===== src/rtl/sim_cycle_controller.sv =====
// Simulation-cycle sequencer: runs max_cycle simulated cycles of NUM_PHASES clocks each, with pause/step/abort.
// Optional stall_cycles counter is built when SIM_STALL_CNT_EN is defined.
//   state | meaning
//   IDLE  | waiting for start
//   RUN   | executing phases
//   PAUSE | halted on a cycle boundary
//   DONE  | run complete, current_cycle == max latch
module sim_cycle_controller #(
  parameter int CYCLE_WIDTH = 5,
  parameter int NUM_PHASES  = 2,
  localparam int PHASE_W    = (NUM_PHASES > 1) ? $clog2(NUM_PHASES) : 1
) (
  input  logic                   clk,
  input  logic                   reset,
  input  logic                   start,
  input  logic                   pause,
  input  logic                   resume,
  input  logic                   step,
  input  logic                   abort,
  input  logic [CYCLE_WIDTH-1:0] max_cycle,
  output logic [1:0]             state,
  output logic [CYCLE_WIDTH-1:0] current_cycle,
  output logic [PHASE_W-1:0]     phase,
  output logic                   phase_valid,
  output logic                   cycle_done,
  output logic                   done
`ifdef SIM_STALL_CNT_EN
  ,
  output logic [CYCLE_WIDTH+3:0] stall_cycles
`endif
);

  typedef enum logic [1:0] {
    S_IDLE  = 2'b00,
    S_RUN   = 2'b01,
    S_PAUSE = 2'b10,
    S_DONE  = 2'b11
  } state_t;

  localparam logic [PHASE_W-1:0]     LAST_PHASE = PHASE_W'(NUM_PHASES - 1);
  localparam logic [CYCLE_WIDTH-1:0] CYCLE_ONE  = CYCLE_WIDTH'(1);

  state_t                   state_q, state_d;
  logic [CYCLE_WIDTH-1:0]   cycle_q, cycle_d;
  logic [CYCLE_WIDTH-1:0]   max_q, max_d;
  logic [PHASE_W-1:0]       phase_q, phase_d;
  logic                     pend_pause_q, pend_pause_d;
  logic                     stepping_q, stepping_d;
  logic [CYCLE_WIDTH-1:0]   cycle_inc;
  logic                     start_acc;

  // Saturating increment; a run never goes past max latch anyway.
  assign cycle_inc = (cycle_q == '1) ? cycle_q : cycle_q + CYCLE_ONE;
  assign start_acc = !abort && start && ((state_q == S_IDLE) || (state_q == S_DONE));

  always_ff @(posedge clk) begin
    if (reset) begin
      state_q      <= S_IDLE;
      cycle_q      <= '0;
      max_q        <= '0;
      phase_q      <= '0;
      pend_pause_q <= 1'b0;
      stepping_q   <= 1'b0;
    end else begin
      state_q      <= state_d;
      cycle_q      <= cycle_d;
      max_q        <= max_d;
      phase_q      <= phase_d;
      pend_pause_q <= pend_pause_d;
      stepping_q   <= stepping_d;
    end
  end

  always_comb begin
    state_d      = state_q;
    cycle_d      = cycle_q;
    max_d        = max_q;
    phase_d      = phase_q;
    pend_pause_d = pend_pause_q;
    stepping_d   = stepping_q;
    if (abort) begin
      state_d      = S_IDLE;
      phase_d      = '0;
      pend_pause_d = 1'b0;
      stepping_d   = 1'b0;
    end else begin
      unique case (state_q)
        S_IDLE, S_DONE: begin
          if (start) begin
            max_d        = max_cycle;
            cycle_d      = '0;
            phase_d      = '0;
            pend_pause_d = 1'b0;
            stepping_d   = 1'b0;
            state_d      = (max_cycle == '0) ? S_DONE : S_RUN;
          end
        end
        S_RUN: begin
          if (phase_q != LAST_PHASE) begin
            phase_d      = phase_q + PHASE_W'(1);
            pend_pause_d = pend_pause_q | pause;
          end else begin
            // A pause arriving on the boundary clock takes effect at this boundary.
            phase_d      = '0;
            cycle_d      = cycle_inc;
            pend_pause_d = 1'b0;
            stepping_d   = 1'b0;
            if (cycle_inc == max_q)
              state_d = S_DONE;
            else if (pend_pause_q || pause || stepping_q)
              state_d = S_PAUSE;
          end
        end
        S_PAUSE: begin
          if (resume) begin
            state_d = S_RUN;
          end else if (step) begin
            state_d    = S_RUN;
            stepping_d = 1'b1;
          end
        end
        default: state_d = S_IDLE;
      endcase
    end
  end

  always_comb begin
    state         = state_q;
    current_cycle = cycle_q;
    phase         = phase_q;
    phase_valid   = (state_q == S_RUN);
    cycle_done    = (state_q == S_RUN) && (phase_q == LAST_PHASE);
    done          = (state_q == S_DONE);
  end

`ifdef SIM_STALL_CNT_EN
  logic [CYCLE_WIDTH+3:0] stall_q, stall_d;

  always_ff @(posedge clk) begin
    if (reset) stall_q <= '0;
    else       stall_q <= stall_d;
  end

  always_comb begin
    stall_d = stall_q;
    if (start_acc)
      stall_d = '0;
    else if ((state_q == S_PAUSE) && (stall_q != '1))
      stall_d = stall_q + (CYCLE_WIDTH + 4)'(1);
  end

  assign stall_cycles = stall_q;
`else
  logic unused_start_acc;
  assign unused_start_acc = start_acc;
`endif

endmodule


===== config.mk =====
export PLATFORM = sky130hd
export DESIGN_NAME = sim_cycle_controller
export DESIGN_NICKNAME = d
export VERILOG_FILES = /design/src/rtl/sim_cycle_controller.sv
export SDC_FILE = /design/constraint.sdc
export NUM_CORES = 1
export LEC_CHECK = 0
export ABC_AREA = 1
export CORE_MARGIN = 2
export CORE_UTILIZATION = 65
export CTS_BUF_LIST = sky130_fd_sc_hd__clkbuf_8 sky130_fd_sc_hd__clkbuf_16
export DETAILED_ROUTE_END_ITERATION = 10
export DONT_BUFFER_PORTS = 1
export HOLD_SLACK_MARGIN = 0.15
export PLACE_DENSITY_LB_ADDON = 0.15
export SYNTH_ARGS = -nofsm -noshare
export SYNTH_HDL_FRONTEND = slang
export SYNTH_SLANG_ARGS = --single-unit

===== constraint.sdc =====
create_clock -name clk -period 3.25 [get_ports clk]
set_input_delay 0.4875 -clock clk [delete_from_list [all_inputs] [get_ports clk]]
set_output_delay 0.4875 -clock clk [all_outputs]
set_load 0.1 [all_outputs]

==> results.md <==
* Status: completed
* Global Route Usage Sum at 26.9%
* RSZ-0062 raised after global routing: false
* Synth cell types at 25
* Slew Limit Fails at 0
* Slowest cell on crit path: ha_1
* Share of layout cells above drive strength 1 at 16.4%
* H-Tree Depth at 1
* Max-cap violations at 0
* Diode count at 0
* Drt pass-1 iters at 4
* Antenna Nets Post-Route at 0
* Clock Tree Root: clkbuf_8
* Critical Path AT at 2360 ps
* Final net count at 176
* Sum Neg Setup Slack at 0 ps
* Die span in y at 41.9 µm
* CP endpoint kind: register
* Mapped Area at 935 µm²
* Endpoints failing setup at 0
* Largest net degree at the start of global routing at 10
* Synth Warn # at 0
* CP startpoint kind: register
* P per Cell Area at 423 nW/µm²
* Postcts setup bufs at 0
* Seq cells post-synth at 15
* Core area at 1320 µm²
* Worst-Skew Late Latency at 250 ps
* Detailed Place HPWL at 1650 µm
* TritonCTS clock tree: built
* Hold Path Class: in -> reg
* Layout area overhead at 16.2%
* Post-Synthesis Cells at 145
* Width of the die at 41.9 µm
* Initial Util at 70.9%
* Clk sinks at 15
* Worst path cell trace: buf_4, inv_1, ha_1, inv_2, or2_1, o21ai_1, nor3_1, inv_2, nor2_2, nand3_1, a21oi_1
* Slowest cell delay on critical path at 370 ps
* Drt drc at 0
* Global-route wire length before repair at 3700 µm
* Synthesized area per cell at 6.45 µm²
* # rows at 13
* Fillers at 96
* Worst clock skew at 4.23 ps
* Leak Pwr at 0.496 nW
* Critical path's most frequent cell: inv_2
* Slew margin rel. at 75.4%
* Post-synthesis sequential area ratio at 32.1%
* Inserted Clock Buffers at 3
* WL/cell at 12.2 µm
* Layout Cells excl Fill at 174
* DRT iter0 DRCs at 39
* Vias in the first global route at 868
* Slew @ Worst Pin at 367 ps
* CP top delay family: simple AND/OR/NAND/NOR gates
* Vias at 962
* Minimum clock period after layout at 2180 ps
* Final period util at 67.1%
* Fmax at 459 MHz
* Mapped Nets at 161
* Crit Path Class: reg -> reg
* Post-Route WL at 2120 µm
* Clk buf depth at 2
* Critical Path RT at 3430 ps
* Total gr overflow at 0
* GP Congestion at 0.847
* Peak supply drop at 0.000433 V
* Total placed cells including tap cells at 170
* Clk pin slew, worst setup/hold paths at 60 ps
* Crit path buffers/inverters at 4
* Final hold slack at 297 ps
* Total Power at 0.460 mW
* Die Area at 1760 µm²
* Vias per cell at 5.53
* # resized after CTS at 0
* Antenna violations before repair at 0
* CP Max Fanout at 6
* Post-CTS Hold Fix Bufs at 0
* IO Port Bufs at 0
* Hold Vio Cnt, Final at 0
* Ports at 23
## worst reg2reg max path, cell delays in order (launching register included)
cell and delay, ps:
dfxtp_1 310, buf_4 300, inv_1 110, ha_1 370, inv_2 80, or2_1 120, o21ai_1 120, nor3_1 200
inv_2 100, nor2_2 180, nand3_1 110, a21oi_1 130
## registers in the layout, summed over array words and instances, names as in the netlist
signal,flops
state,2
phase,1
max_q,5
current_cycle,5
stepping_q,1
pend_pause_q,1
## kinds of logic (layout without fill, tap and decap cells)
| group | Yosys count | count (layout) | synth area share (%) |
|---|---|---|---|
| flops | 15 | 15 | 32.1 |
| simple gates | 85 | 85 | 41.9 |
| fa+ha+maj | 4 | 4 | 5.35 |
| buf+inv | 20 | 34 | 8.43 |
| compound gates | 21 | 21 | 12.2 |
## per-stage QoR
| stage | worst slack (ps) | utilization, % | area [µm²] |
|---|---|---|---|
| 6_report | 1070 | 82.4 | 1090 |
| 5_1_grt | 858 | 82.4 | 1090 |
| 4_1_cts | 1090 | 82.4 | 1090 |
| 3_5_place_dp | 1130 | 79.0 | 1040 |
| 3_3_place_gp | 1210 | 79.0 | 1040 |
| 2_1_floorplan | 68.4 | - | 935 |
## layer usage
layer | GRT usage [%] | up-vias | routed length (µm)
met3 | 4.78 | 4 | 138
met5 | 0 | - | 0
met4 | 8.39 | 0 | 21
met1 | 36.1 | 419 | 1050
li1 | - | 499 | -
met2 | 43.8 | 40 | 918
## worst paths after layout
kind                                  start  depth (start not counted)                             to  slack (ps)
hold / removal                        reset                          1  current_cycle[1]$_SDFFE_PP0P_         300
hold reg to reg   pend_pause_q$_SDFFE_PP0P_                          2      pend_pause_q$_SDFFE_PP0P_         470
setup / recovery      state[0]$_SDFFE_PP0P_                         11  current_cycle[0]$_SDFFE_PP0P_        1070
setup reg to reg      state[0]$_SDFFE_PP0P_                         11  current_cycle[0]$_SDFFE_PP0P_        1070
## Yosys cell counts, drive strengths merged
library cell | n | area [µm²]
a21boi | 1 | 7.51
inv | 19 | 71.3
nand2 | 42 | 165
ha | 4 | 50.1
nand4 | 3 | 25.0
o21ai | 7 | 35.0
a21oi | 11 | 55.1
nand3b | 1 | 7.51
dfxtp | 15 | 300
o2bb2ai | 1 | 8.76
nor3b | 1 | 7.51
nor2 | 18 | 82.6
o21a | 1 | 7.51
nor4 | 1 | 6.26
buf | 1 | 7.51
or2 | 2 | 12.5
nand3 | 15 | 75.1
nor3 | 2 | 10.0
## power by group
group          internal (mW)  switching (mW)
clock network         0.0837          0.0683
logic                 0.0307          0.0806
registers              0.192         0.00388
## layout make-up
class                           count  area (µm²)  share of cell area, %
Clock buffer                        3        41.3                   3.80
Inverter                           19        71.3                   6.57
Timing Repair Buffer               11        95.1                   8.76
Sequential cell                    15         300                   27.6
Clock inverter                      1        3.75                  0.346
Tap cell                           15        18.8                   1.73
Multi-Input combinational cell    110         556                   51.2
## layout by cell type (no fill, tap or decap)
cell,instances
a21oi_1,11
nand2_2,3
nor2_2,3
o2bb2ai_1,1
nand2_1,39
nor2_1,14
dfxtp_1,15
buf_12,1
ha_1,4
nand4_2,1
o21a_1,1
buf_4,10
or2_2,1
nor4_1,1
inv_2,3
o21ai_0,6
nor2_4,1
nor3_1,2
inv_1,17
clkbuf_8,3
nor3b_1,1
o21ai_1,1
nand3b_1,1
a21boi_0,1
nand4_1,2
nand3_1,15
or2_1,1
Power figures use the tool's default switching activity.
